[src/rtl/multicycle_main_control.sv]
// Main control FSM for the multi-cycle MIPS datapath: sequences fetch, decode,
// execute, memory and writeback cycles, stalling on the memory ready handshake.
module multicycle_main_control #(
    parameter logic [5:0] OP_RTYPE = 6'b000000,
    parameter logic [5:0] OP_LW    = 6'b100011,
    parameter logic [5:0] OP_SW    = 6'b101011,
    parameter logic [5:0] OP_BEQ   = 6'b000100,
    parameter logic [5:0] OP_ADDI  = 6'b001000,
    parameter logic [5:0] OP_J     = 6'b000010
) (
    input  logic       clk,
    input  logic       reset,
    input  logic [5:0] opcode,
    input  logic       mem_ready,
    output logic       pc_write,
    output logic       branch,
    output logic       iord,
    output logic       mem_read,
    output logic       mem_write,
    output logic       ir_write,
    output logic       reg_dst,
    output logic       mem_to_reg,
    output logic       reg_write,
    output logic       alu_src_a,
    output logic [1:0] alu_src_b,
    output logic [1:0] pc_src,
    output logic [1:0] alu_op,
    output logic       instr_done,
    output logic       illegal_op,
    output logic [3:0] state
);

    typedef enum logic [3:0] {
        FETCH  = 4'd0,
        DECODE = 4'd1,
        MEMADR = 4'd2,
        MEMRD  = 4'd3,
        MEMWB  = 4'd4,
        MEMWR  = 4'd5,
        EXEC   = 4'd6,
        ALUWB  = 4'd7,
        BRANCH = 4'd8,
        ADDIEX = 4'd9,
        ADDIWB = 4'd10,
        JUMP   = 4'd11
    } state_t;

    typedef struct packed {
        logic       pc_write;
        logic       branch;
        logic       iord;
        logic       mem_read;
        logic       mem_write;
        logic       ir_write;
        logic       reg_dst;
        logic       mem_to_reg;
        logic       reg_write;
        logic       alu_src_a;
        logic [1:0] alu_src_b;
        logic [1:0] pc_src;
        logic [1:0] alu_op;
        logic       instr_done;
        logic       illegal_op;
    } ctrl_t;

    state_t     state_q, state_d;
    logic [5:0] opcode_q;
    ctrl_t      c, c_out;

    always_ff @(posedge clk) begin
        if (reset) begin
            state_q  <= FETCH;
            opcode_q <= '0;
        end else begin
            state_q <= state_d;
            if (state_q == DECODE) opcode_q <= opcode;
        end
    end

    // Memory handshake: mem_read/mem_write are levels held by the FSM; the
    // access completes in the cycle mem_ready is high, otherwise the state holds.
    always_comb begin
        c       = '0;
        state_d = FETCH;
        case (state_q)
            FETCH: begin
                c.mem_read  = 1'b1;
                c.alu_src_b = 2'b01;
                c.ir_write  = mem_ready;
                c.pc_write  = mem_ready;
                state_d     = mem_ready ? DECODE : FETCH;
            end
            DECODE: begin
                c.alu_src_b = 2'b11;
                case (opcode)
                    OP_LW, OP_SW: state_d = MEMADR;
                    OP_RTYPE:     state_d = EXEC;
                    OP_BEQ:       state_d = BRANCH;
                    OP_ADDI:      state_d = ADDIEX;
                    OP_J:         state_d = JUMP;
                    default: begin
                        c.illegal_op = 1'b1;
                        c.instr_done = 1'b1;
                        state_d      = FETCH;
                    end
                endcase
            end
            MEMADR: begin
                c.alu_src_a = 1'b1;
                c.alu_src_b = 2'b10;
                state_d     = (opcode_q == OP_LW) ? MEMRD : MEMWR;
            end
            MEMRD: begin
                c.iord     = 1'b1;
                c.mem_read = 1'b1;
                state_d    = mem_ready ? MEMWB : MEMRD;
            end
            MEMWB: begin
                c.mem_to_reg = 1'b1;
                c.reg_write  = 1'b1;
                c.instr_done = 1'b1;
            end
            MEMWR: begin
                c.iord       = 1'b1;
                c.mem_write  = 1'b1;
                c.instr_done = mem_ready;
                state_d      = mem_ready ? FETCH : MEMWR;
            end
            EXEC: begin
                c.alu_src_a = 1'b1;
                c.alu_op    = 2'b10;
                state_d     = ALUWB;
            end
            ALUWB: begin
                c.reg_dst    = 1'b1;
                c.reg_write  = 1'b1;
                c.instr_done = 1'b1;
            end
            BRANCH: begin
                c.alu_src_a  = 1'b1;
                c.alu_op     = 2'b01;
                c.pc_src     = 2'b01;
                c.branch     = 1'b1;
                c.instr_done = 1'b1;
            end
            ADDIEX: begin
                c.alu_src_a = 1'b1;
                c.alu_src_b = 2'b10;
                state_d     = ADDIWB;
            end
            ADDIWB: begin
                c.reg_write  = 1'b1;
                c.instr_done = 1'b1;
            end
            JUMP: begin
                c.pc_src     = 2'b10;
                c.pc_write   = 1'b1;
                c.instr_done = 1'b1;
            end
            default: state_d = FETCH;
        endcase
    end

    // Reset masks every output so nothing half-issued leaks out mid-instruction.
    assign c_out      = reset ? '0 : c;
    assign state      = reset ? 4'd0 : state_q;
    assign pc_write   = c_out.pc_write;
    assign branch     = c_out.branch;
    assign iord       = c_out.iord;
    assign mem_read   = c_out.mem_read;
    assign mem_write  = c_out.mem_write;
    assign ir_write   = c_out.ir_write;
    assign reg_dst    = c_out.reg_dst;
    assign mem_to_reg = c_out.mem_to_reg;
    assign reg_write  = c_out.reg_write;
    assign alu_src_a  = c_out.alu_src_a;
    assign alu_src_b  = c_out.alu_src_b;
    assign pc_src     = c_out.pc_src;
    assign alu_op     = c_out.alu_op;
    assign instr_done = c_out.instr_done;
    assign illegal_op = c_out.illegal_op;

endmodule
[config.mk]
export PLATFORM = sky130hd
export DESIGN_NAME = multicycle_main_control
export DESIGN_NICKNAME = d
export VERILOG_FILES = /design/src/rtl/multicycle_main_control.sv
export SDC_FILE = /design/constraint.sdc
export NUM_CORES = 1
export LEC_CHECK = 0
export CORE_UTILIZATION = 43
export DETAILED_ROUTE_END_ITERATION = 10
export PLACE_DENSITY_LB_ADDON = 0.3
export SLEW_MARGIN = 10
export SYNTH_ARGS = -nofsm -noshare
export SYNTH_HDL_FRONTEND = slang
export SYNTH_SLANG_ARGS = --single-unit
[constraint.sdc]
create_clock -name clk -period 1.9 [get_ports clk]
set_clock_uncertainty 0.1 [all_clocks]
set_input_delay 0.285 -clock clk [delete_from_list [all_inputs] [get_ports clk]]
set_output_delay 0.285 -clock clk [all_outputs]
set_load 0.01 [all_outputs]
==> reports/qor.csv, run 1 <==
stage,metric,value,unit
outcome,status,"finished, final reports clean",
yosys,most frequent cells after synthesis,"18 x nand2_1, 11 x a21oi_1, 10 x dfxtp_1, 10 x nor2_1, 9 x clkbuf_1",
yosys,post-synth top area cell,dfxtp_1,
yosys,Synth Instances,122,
clock_network,Clock H-tree levels,1,
setup_path,R2R depth,6,
timing,max_slew headroom,0.675,
placed_design,PortBufs,30,
global_routing,GR Util All Layers,0.327,
setup_path,"Slowest-stage cell, CP",dfxtp_4,
clock_network,CTS Sinks,10,
setup_path,Reg2Reg Setup Slack,0.06,ns
routing,routed len/inst,16.8,µm
global_routing,vias in the first global route,1078,
placed_design,routability-driven placement congestion ratio,0.856,
placed_design,Final HPWL DP,2170,µm
yosys,sequential element share of the synthesized area,0.243,
clock_network,Clock Path Buffers,2,
setup_path,Top delay family on crit path,buffers and inverters,
timing,Achievable Freq,532,MHz
pwr,leak pwr,0.685,nW
global_routing,largest net degree at the start of global routing,15,
timing,final hold violations,0,
routing,First-pass DRT Iterations,5,
clock_network,worst skew pair latency,0.28,ns
timing,final worst-path cycle share,0.989,
layout,share of post-route cells with drive strength above 1,0.443,
setup_path,Critical R2R Launch,state_q[1],
routing,DRC viols,0,
setup_path,"Max FO, Critical Path",7,
yosys,synthesized area per cell,6.75,µm²
timing,Slew @ Worst Pin,0.481,ns
layout,Final #Nets,196,
global_routing,grt ovf,0,
global_routing,global-route wire length before repair,4790,µm
global_routing,met3 usage,0.0992,
yosys,number of synthesized register bits,10,
timing,final setup vio count,0,
setup_path,Slowest Stage Delay on Critical Path,0.37,ns
layout,fillcell total,134,
floorplan,Starting Density,0.467,
clock_network,Root Driver,clkbuf_4,
floorplan,die height,45.8,µm
floorplan,core area,0.00176,mm²
clock_network,number of buffers created by CTS,3,
layout,synth-to-layout area growth,74.9,%
setup_path,Critical Path End,alu_src_b[0],
timing,RSZ-0062 raised after global routing,yes,
yosys,Synth area leaders,"dfxtp_1 24%, nand2_1 8.2%, a21oi_1 6.7%",
yosys,prevailing post-synth register cell,dfxtp_1,
routing,DRT antenna net count,0,
yosys,unique cell type count in the Yosys netlist,34,
pwr,Max rail drop VDD,0.559,mV
clock_network,CTS tree,built,
timing,Tmin final,1.88,ns
yosys,most common cell in the netlist,nand2_1,
routing,final WL,3530,µm
routing,Via density,6.03,
yosys,async set-reset flop share out of synthesis,0,
global_routing,GR met2 Demand/Resource,0.569,
floorplan,FP Rows,15,
routing,1st-iter DRT viols,64,
setup_path,Critical Path Start,state_q[3],
setup_path,Worst R2R End,state_q[2],
yosys,Syn. warnings,0,
global_routing,met1 GRT Util,0.355,
setup_path,Crit. path cell count,4,
floorplan,die area,0.00209,mm²
run,MaxCap Viol Count,0,
floorplan,Die Span X,45.8,µm
setup_path,Worst Path Arrival,1.49,ns
setup_path,Setup crit end kind,output port,
routing,DR vias,1267,
setup_path,CP startpoint kind,flop,
timing,final worst-path setup slack,0.0207,ns
clock_network,Clock transition at path regs,0.08,ns
pwr,pwr dens,388,mW/mm²
floorplan,# IOs,31,
yosys,synthesized area,823,µm²
global_routing,busiest grt layer,met2,
global_routing,initial antenna violation count,0,
hold_path,worst hold path type,in2reg,
placed_design,Setup WS pre-CTS,-0.614,ns
yosys,Post-synth EDFFs,0,
setup_path,CP most frequent cell,buf_4,
setup_path,WP buf/inv,3,
timing,Hold WS,0.323,ns
layout,antenna cells,0,
setup_path,Crit path required time,1.51,ns
timing,final slew viol count,0,
setup_path,CP cell instances,buf_4 > buf_4 > nor4_2 > clkdlybuf4s15_2,
yosys,Synth top area share,0.243,
setup_path,kind of critical path,reg2out,
yosys,Mapped Nets,131,
clock_network,hold buffers post-CTS,0,
==> per-stage QoR <==
| stage | power (mW) | cell area, µm² | TNS [ns] | std cells | util |
|---|---|---|---|---|---|
| 5_1_grt | 0.581 | 1440 | -0.0736 | 210 | 0.816 |
| 6_report | 0.558 | 1440 | 0 | 210 | 0.816 |
| 3_3_place_gp | 0.385 | 1380 | -5.16 | 202 | 0.782 |
| 4_1_cts | 0.529 | 1420 | -0.0134 | 208 | 0.802 |
| 3_5_place_dp | 0.393 | 1380 | -5.74 | 202 | 0.782 |
| 2_1_floorplan | 0.295 | 823 | 0 | 122 | - |
==> worst reg2reg max path: cells and delay by family (launching register included) <==
kind	cells	cell delay (ns)
and+or+nand+nor	3	0.77
DFF	1	0.37
buffers and inverters	2	0.29
AOI/OAI and AO/OA	1	0.21
==> logic make-up after synthesis <==
family | after synthesis | share of synthesized area
xor+xnor | 3 | 0.0319
fa+ha+maj | 1 | 0.0122
compound gates | 32 | 0.242
simple gates | 63 | 0.406
flops | 10 | 0.243
buf+inv | 13 | 0.0653
==> registers in the layout, indices dropped and copies added, names as in the netlist <==
signal,flops
opcode_q,6
state_q,4
==> area by class of cell <==
| type | count | area (µm²) | area share |
|---|---|---|---|
| clock buffers | 3 | 22.5 | 0.0156 |
| inverters | 2 | 7.51 | 0.00521 |
| repair buffers | 71 | 533 | 0.370 |
| flip-flops and latches | 10 | 213 | 0.148 |
| well taps | 25 | 31.3 | 0.0217 |
| multi-input cells | 99 | 633 | 0.440 |
==> layout by cell type (no fill, tap or decap), types with 2 or more instances in the layout <==
cell | netlist | layout
buf_4 | 1 | 39
nor3_4 | 1 | 3
nor2b_2 | 0 | 4
dlygate4sd2_1 | 0 | 5
inv_1 | 2 | 2
nor2_1 | 10 | 9
nand2b_1 | 3 | 2
buf_6 | 0 | 2
nor2b_1 | 6 | 2
a31oi_1 | 4 | 4
and3_1 | 5 | 4
o21ai_0 | 7 | 5
clkdlybuf4s50_1 | 0 | 3
dfxtp_1 | 10 | 6
nand3_1 | 7 | 7
dlymetal6s2s_1 | 0 | 3
clkbuf_2 | 0 | 10
nor4b_1 | 2 | 2
nor3_1 | 4 | 2
nand2_1 | 18 | 18
xor2_1 | 3 | 3
a21o_1 | 2 | 2
clkbuf_4 | 0 | 3
dfxtp_4 | 0 | 3
buf_2 | 1 | 7
o21ai_1 | 0 | 2
a21oi_1 | 11 | 11
==> where the power goes <==
part / switching (mW) / leakage [nW] / internal [mW]
registers: 0.00821 / 0.0842 / 0.215
logic: 0.0880 / 0.587 / 0.0898
clock network: 0.0836 / 0.0138 / 0.0734
==> per-layer routing <==
| layer | share of wire | up-vias |
|---|---|---|
| met5 | 0 | - |
| li1 | - | 562 |
| met4 | 0.065 | 0 |
| met1 | 0.35 | 575 |
| met3 | 0.086 | 28 |
| met2 | 0.50 | 102 |
==> worst min-delay path by stage <==
stage | from | endpoint | cells after the start
floorplan | opcode[1] | opcode_q[1] | 2
global route | opcode[2] | opcode_q[2] | 4
global placement | opcode_q[1] | opcode_q[1] | 2
CTS | opcode[3] | opcode_q[3] | 4
finish | opcode[2] | opcode_q[2] | 4
detailed placement | opcode_q[1] | opcode_q[1] | 2
==> timing repair <==
action,4_1_cts,5_1_grt
pin swaps,3,4
gates resized for setup,64,35
buffers inserted,3,2
setup endpoints to repair,22,17
gates cloned,0,0
Power figures use the tool's default switching activity.
==> inputs of run 2 (changes only) <==
--- a/config.mk
+++ b/config.mk
@@ -7,7 +7,7 @@
 export LEC_CHECK = 0
 export CORE_UTILIZATION = 43
 export DETAILED_ROUTE_END_ITERATION = 10
-export PLACE_DENSITY_LB_ADDON = 0.3
+export PLACE_DENSITY_LB_ADDON = 0.1
 export SLEW_MARGIN = 10
 export SYNTH_ARGS = -nofsm -noshare
 export SYNTH_HDL_FRONTEND = slang
==> run 2 against run 1 <==
Compared with the run above:
- the run now ends with setup timing left
- setup slack worse by 0.042 ns
- non-clock buffer count unchanged
- highest routed layer unchanged
- critical path type unchanged
- final cell count up 0.48%
- sequential share of layout area down 0.26 points
- largest power group unchanged
- final area up 0.61%
==> reports/qor.csv, run 2 (synthesis gave the netlist of run 1 again) <==
stage,metric,value,unit,change
setup_path,"Max FO, Critical Path",6,,was 7
clock_network,CTS tree,built,,unchanged
layout,antenna cells,0,,unchanged
pwr,combinational fraction of design power,0.273,,was 0.319
outcome,status,finished with violations,,"was finished, final reports clean"
clock_network,number of buffers created by CTS,3,,unchanged
layout,storage element area,210,µm²,was 213 µm²
routing,Via density,5.43,,was 6.03
timing,final setup vio count,1,,was 0
clock_network,Clock transition at path regs,0.07,ns,was 0.08 ns
layout,fillcell total,125,,was 134
pwr,switching power total,0.170,mW,was 0.180 mW
routing,First-pass DRT Iterations,4,,was 5
clock_network,CTS Sinks,10,,unchanged
placed_design,Final HPWL DP,2080,µm,was 2170 µm
timing,RSZ-0062 raised after global routing,yes,,unchanged
timing,max_slew headroom,0.732,,was 0.675
routing,routed len/inst,13.5,µm,was 16.8 µm
setup_path,R2R depth,6,,unchanged
layout,Post-Layout Cell Count,211,,was 210
setup_path,Crit path required time,1.51,ns,about the same
layout,share of post-route cells with drive strength above 1,0.403,,was 0.443
setup_path,Worst R2R End,state_q[2],,unchanged
timing,final worst-path setup slack,-0.0210,ns,was 0.0207 ns
setup_path,CP startpoint kind,flop,,unchanged
layout,Top reg by flops,opcode_q,,unchanged
timing,final slew viol count,0,,unchanged
clock_network,Clock Path Buffers,2,,unchanged
pwr,sw frac,0.291,,was 0.322
layout,Final #Nets,196,,unchanged
hold_path,Hold Path Stages,4,,unchanged
pwr,PnR Total Power,0.586,mW,was 0.558 mW
clock_network,hold buffers post-CTS,0,,unchanged
placed_design,Setup WS pre-CTS,-0.609,ns,was -0.614 ns
pwr,Pint,0.415,mW,was 0.379 mW
floorplan,die height,45.8,µm,unchanged
pwr,clock share of power,0.345,,was 0.281
hold_path,Min-Delay Endpoint,opcode_q[1],,was opcode_q[2]
setup_path,Setup crit end kind,output port,,unchanged
layout,number of flip-flops in the largest register,6,,unchanged
timing,final worst-path cycle share,1.01,,was 0.989
placed_design,PortBufs,30,,unchanged
hold_path,hold path start,opcode[1],,was opcode[2]
placed_design,routability-driven placement congestion ratio,0.839,,was 0.856
global_routing,GR Util All Layers,0.280,,was 0.327
global_routing,vias in the first global route,982,,was 1078
clock_network,worst skew pair latency,0.28,ns,about the same
global_routing,largest net degree at the start of global routing,10,,was 15
layout,multi-input logic area,608,µm²,was 633 µm²
floorplan,FP Rows,15,,unchanged
timing,final hold violations,0,,unchanged
layout,"most common cell after layout, fill and taps aside",buf_4,,unchanged
global_routing,initial antenna violation count,0,,unchanged
floorplan,Die Span X,45.8,µm,unchanged
global_routing,grt ovf,0,,unchanged
clock_network,Root Driver,clkbuf_4,,unchanged
setup_path,Critical R2R Launch,state_q[2],,was state_q[1]
setup_path,Worst Path Arrival,1.54,ns,was 1.49 ns
floorplan,Starting Density,0.467,,unchanged
run,MaxCap Viol Count,0,,unchanged
setup_path,Reg2Reg Setup Slack,0.07,ns,was 0.06 ns
timing,Slew @ Worst Pin,0.397,ns,was 0.481 ns
pwr,pwr dens,404,mW/mm²,was 388 mW/mm²
setup_path,kind of critical path,reg2out,,unchanged
layout,most frequent cells in the layout,"39 x buf_4, 18 x nand2_1, 11 x a21oi_1",,unchanged
layout,Largest regs,"opcode_q: 6 flops, state_q: 4 flops",,unchanged
pwr,Flop pwr share,0.381,,was 0.400
clock_network,Clock H-tree levels,1,,unchanged
routing,final WL,2850,µm,was 3530 µm
routing,1st-iter DRT viols,40,,was 64
outcome,failing checks,setup timing,,
pwr,leak pwr,0.728,nW,was 0.685 nW
timing,Tmin final,1.92,ns,was 1.88 ns
global_routing,global-route wire length before repair,4170,µm,was 4790 µm
floorplan,core area,0.00176,mm²,unchanged
routing,DR vias,1146,,was 1267
floorplan,die area,0.00209,mm²,unchanged
pwr,Max rail drop VDD,0.403,mV,was 0.559 mV
hold_path,worst hold path type,in2reg,,unchanged
placed_design,Cells after DPL,204,,was 202
routing,DRT antenna net count,0,,unchanged
timing,Achievable Freq,521,MHz,was 532 MHz
floorplan,# IOs,31,,unchanged
routing,DRC viols,0,,unchanged
layout,synth-to-layout area growth,76.0,%,was 74.9%
==> run 2: through the flow <==
stage	hold WS [ns]	TNS, ns	area, µm²	util
6_report	0.330	-0.0210	1450	0.821
5_1_grt	0.340	-0.182	1450	0.821
4_1_cts	0.321	-0.353	1440	0.815
3_5_place_dp	0.349	-5.37	1410	0.797
3_3_place_gp	0.340	-5.10	1410	0.797
2_1_floorplan	0.321	0	823	-
==> run 2: what timing repair did <==
action,4_1_cts,5_1_grt
setup endpoints to repair,22,18
pin swaps,3,4
gates cloned,0,0
resized for setup,47,35
buffers inserted,1,2
==> run 2: metal layers <==
metal	global-route usage	vias up	part of all wire
met5	0	-	0
met1	0.352	524	0.40
li1	-	562	-
met3	0.0516	3	0.074
met4	0.0824	0	0.0088
met2	0.480	57	0.52
==> run 2: critical path: stages (launching register included) <==
cell,delay [ns]
dfxtp_4,0.39
buf_4,0.13
nor2_2,0.04
and3_1,0.17
buf_4,0.13
or2_2,0.28
clkbuf_2,0.13
==> run 2: power groups by stage <==
| stage | registers, mW | logic, mW | clock network [mW] |
|---|---|---|---|
| floorplan | 0.227 | 0.0678 | 0 |
| global placement | 0.228 | 0.157 | 0 |
| detailed placement | 0.229 | 0.161 | 0 |
| CTS | 0.224 | 0.157 | 0.204 |
| global route | 0.224 | 0.173 | 0.214 |
| finish | 0.223 | 0.160 | 0.202 |
==> run 2: how the worst max path moves through the flow <==
| stage | slack [ns] | cells after the start | start | endpoint |
|---|---|---|---|---|
| 6_report | -0.02 | 6 | state_q[0] | pc_write |
| 3_3_place_gp | -0.57 | 6 | opcode[3] | instr_done |
| 3_5_place_dp | -0.61 | 6 | opcode[3] | instr_done |
| 4_1_cts | -0.17 | 6 | state_q[1] | pc_write |
| 5_1_grt | -0.07 | 6 | state_q[0] | pc_write |
| 2_1_floorplan | 0.16 | 5 | opcode[3] | instr_done |
==> run 2: area by class of cell <==
type	count	area share
multi-input cells	99	0.420
well taps	25	0.0216
inverters	2	0.00518
repair buffers	71	0.383
flip-flops and latches	10	0.145
clock buffers	4	0.0250
==> inputs of run 3 (changes only) <==
--- a/config.mk
+++ b/config.mk
@@ -5,7 +5,8 @@
 export SDC_FILE = /design/constraint.sdc
 export NUM_CORES = 1
 export LEC_CHECK = 0
-export CORE_UTILIZATION = 43
+export ABC_AREA = 1
+export CORE_UTILIZATION = 42
 export DETAILED_ROUTE_END_ITERATION = 10
 export PLACE_DENSITY_LB_ADDON = 0.1
 export SLEW_MARGIN = 10
==> run 3 against run 2 <==
Compared with the run above:
- the run now ends clean
- final cell count rose by 4.3%
- count of clock-buffer cells in the layout did not move
- worst hold slack got worse by 0.034 ns
- global-route usage fell by 0.22 points
- utilization fell by 1.3 points
- sequential power rose by 4%
- total power fell by 1.4%
- via count fell by 0.52%
- critical path depth fell by 1
==> reports/qor.csv, run 3 <==
stage,metric,value,unit,change
timing,Slew @ Worst Pin,0.210,ns,was 0.397 ns
floorplan,FP Rows,15,,unchanged
floorplan,core area,0.00171,mm²,was 0.00176 mm²
clock_network,number of buffers created by CTS,3,,unchanged
placed_design,PortBufs,30,,unchanged
yosys,Mapped Nets,144,,was 131
floorplan,die height,44.5,µm,was 45.8 µm
global_routing,vias in the first global route,969,,was 982
timing,Tmin final,1.87,ns,was 1.92 ns
clock_network,hold buffers post-CTS,0,,unchanged
yosys,Syn. warnings,0,,unchanged
global_routing,initial antenna violation count,0,,unchanged
global_routing,global-route wire length before repair,4020,µm,was 4170 µm
yosys,Post-synth EDFFs,0,,unchanged
clock_network,CTS Sinks,10,,unchanged
routing,DRC viols,0,,unchanged
clock_network,Clock Path Buffers,2,,unchanged
routing,met3 wire length,170,µm,was 212 µm
pwr,Pint,0.405,mW,was 0.415 mW
setup_path,Crit path required time,1.51,ns,about the same
pwr,PnR Total Power,0.577,mW,was 0.586 mW
yosys,synthesized area,759,µm²,was 823 µm²
routing,final WL,2760,µm,was 2850 µm
setup_path,kind of critical path,reg2out,,unchanged
layout,"most common cell after layout, fill and taps aside",buf_4,,unchanged
pwr,Max rail drop VDD,0.589,mV,was 0.403 mV
clock_network,worst skew pair latency,0.28,ns,about the same
pwr,pwr dens,418,mW/mm²,was 404 mW/mm²
yosys,unique cell type count in the Yosys netlist,19,,was 34
layout,Final #Nets,205,,was 196
layout,fillcell total,111,,was 125
layout,share of post-route cells with drive strength above 1,0.349,,was 0.403
setup_path,Worst Path Arrival,1.48,ns,was 1.54 ns
routing,routed len/inst,12.6,µm,was 13.5 µm
layout,Post-Layout Cell Count,220,,was 211
timing,Achievable Freq,535,MHz,was 521 MHz
clock_network,Clock transition at path regs,0.08,ns,was 0.07 ns
yosys,most common cell in the netlist,nor2_1,,was nand2_1
pwr,Flop pwr share,0.401,,was 0.381
timing,final worst-path cycle share,0.984,,was 1.01
layout,storage element area,204,µm²,was 210 µm²
yosys,Synth area leaders,"dfxtp_1 26%, nor2_1 17%, inv_1 10%",,"was dfxtp_1 24%, nand2_1 8.2%, a21oi_1 6.7%"
yosys,synthesized area per cell,5.63,µm²,was 6.75 µm²
floorplan,# IOs,31,,unchanged
global_routing,grt ovf,0,,unchanged
clock_network,CTS tree,built,,unchanged
layout,multi-input logic area,523,µm²,was 608 µm²
yosys,async set-reset flop share out of synthesis,0,,unchanged
yosys,prevailing post-synth register cell,dfxtp_1,,unchanged
routing,1st-iter DRT viols,14,,was 40
pwr,sw frac,0.299,,was 0.291
layout,synth-to-layout area growth,81.7,%,was 76.0%
layout,most frequent cells in the layout,"30 x buf_4, 28 x nor2_1, 18 x nand2_1",,"was 39 x buf_4, 18 x nand2_1, 11 x a21oi_1"
yosys,Synth top area share,0.264,,was 0.243
pwr,leak pwr,0.770,nW,was 0.728 nW
timing,final setup vio count,0,,was 1
floorplan,Starting Density,0.445,,was 0.467
routing,DRT antenna net count,0,,unchanged
layout,number of flip-flops in the largest register,6,,unchanged
yosys,Synth Instances,135,,was 122
global_routing,largest net degree at the start of global routing,24,,was 10
routing,WL met1,1210,µm,was 1130 µm
placed_design,Cells after DPL,214,,was 204
timing,final slew viol count,0,,unchanged
routing,Max Used Layer,met4,,unchanged
placed_design,Final HPWL DP,1930,µm,was 2080 µm
hold_path,worst hold path type,in2reg,,unchanged
yosys,post-synth top area cell,dfxtp_1,,unchanged
pwr,clock share of power,0.351,,was 0.345
yosys,number of synthesized register bits,10,,unchanged
layout,antenna cells,0,,unchanged
routing,First-pass DRT Iterations,4,,unchanged
layout,Top reg by flops,opcode_q,,unchanged
timing,max_slew headroom,0.860,,was 0.732
setup_path,CP startpoint kind,flop,,unchanged
pwr,switching power total,0.172,mW,was 0.170 mW
clock_network,Clock H-tree levels,1,,unchanged
routing,Via density,5.18,,was 5.43
floorplan,die area,0.00198,mm²,was 0.00209 mm²
pwr,combinational fraction of design power,0.248,,was 0.273
global_routing,GR Util All Layers,0.277,,was 0.280
yosys,sequential element share of the synthesized area,0.264,,was 0.243
timing,final hold violations,0,,unchanged
routing,DR vias,1140,,was 1146
placed_design,routability-driven placement congestion ratio,0.838,,was 0.839
run,MaxCap Viol Count,0,,unchanged
floorplan,Die Span X,44.5,µm,was 45.8 µm
layout,Largest regs,"opcode_q: 6 flops, state_q: 4 flops",,unchanged
timing,RSZ-0062 raised after global routing,yes,,unchanged
clock_network,Root Driver,clkbuf_4,,unchanged
outcome,status,"finished, final reports clean",,was finished with violations
setup_path,Setup crit end kind,output port,,unchanged
yosys,most frequent cells after synthesis,"35 x nor2_1, 21 x inv_1, 20 x nand2_1",,"was 18 x nand2_1, 11 x a21oi_1, 10 x dfxtp_1, 10 x nor2_1, 9 x clkbuf_1"
setup_path,"Max FO, Critical Path",3,,was 6
routing,WL met2,1330,µm,was 1480 µm
## run 3: cell types whose count changed after synthesis, sizes merged, moves of 3 or more
| cell | previous run | this run |
|---|---|---|
| a21oi | 11 | 8 |
| a31oi | 4 | 1 |
| and3 | 5 | 0 |
| clkbuf | 9 | 3 |
| inv | 2 | 21 |
| nand2 | 18 | 21 |
| nand2b | 3 | 0 |
| nand3 | 7 | 13 |
| nor2 | 10 | 36 |
| nor2b | 6 | 0 |
| xor2 | 3 | 0 |
## run 3: worst paths after layout
| path | startpoint | end | slack, ns | depth (start not counted) |
|---|---|---|---|---|
| max | state_q[1] | mem_read | 0.03 | 5 |
| min | opcode[5] | opcode_q[5] | 0.30 | 3 |
| max reg2reg | state_q[2] | state_q[2] | 0.56 | 8 |
| min reg2reg | opcode_q[2] | opcode_q[2] | 0.39 | 2 |
## run 3: cells by family (layout without fill, tap and decap cells)
group	Yosys count	after routing	synth area share
AO/OA/AOI/OAI	21	21	0.155
AND/OR/NAND/NOR	78	78	0.438
flip-flops	10	10	0.264
buffers and inverters	26	86	0.143
## run 3: cell type report
cell class | instances | area share
Inverter | 21 | 0.0571
Multi-Input combinational cell | 99 | 0.379
Tap cell | 25 | 0.0227
Clock buffer | 4 | 0.0263
Timing Repair Buffer | 61 | 0.367
Sequential cell | 10 | 0.148
## run 3: timing repair
action	CTS	global route
resized for setup	44	33
pin swaps	0	5
setup endpoints to repair	22	10
buffers inserted	0	2
## run 3: power by group through the flow
stage | Clock [mW] | Combinational (mW) | Sequential (mW)
3_3_place_gp | 0 | 0.136 | 0.232
2_1_floorplan | 0 | 0.0660 | 0.231
6_report | 0.203 | 0.143 | 0.231
3_5_place_dp | 0 | 0.138 | 0.233
4_1_cts | 0.200 | 0.138 | 0.230
5_1_grt | 0.204 | 0.157 | 0.232
## run 3: layer usage
metal / vias to the layer above / global-route usage
met5: - / 0
met4: 0 / 0.152
met3: 6 / 0.0449
met2: 47 / 0.453
met1: 528 / 0.346
li1: 559 / -
## run 3: worst max-delay path, stage by stage (launching register included)
cell,delay [ns]
dfxtp_2,0.36
buf_4,0.14
nand2_2,0.07
buf_4,0.15
a211oi_1,0.22
clkdlybuf4s15_1,0.27
## run 3: per-stage QoR
step	area (µm²)	hold slack [ns]	TNS, ns	worst slack, ns	util
after floorplan	759	0.320	0	0.302	-
after global placement	1290	0.379	-2.46	-0.372	0.756
after detailed placement	1290	0.386	-2.79	-0.451	0.756
after CTS	1340	0.393	-0.133	-0.133	0.785
after global routing	1380	0.342	-0.00421	-0.00421	0.808
final	1380	0.296	0	0.0306	0.808
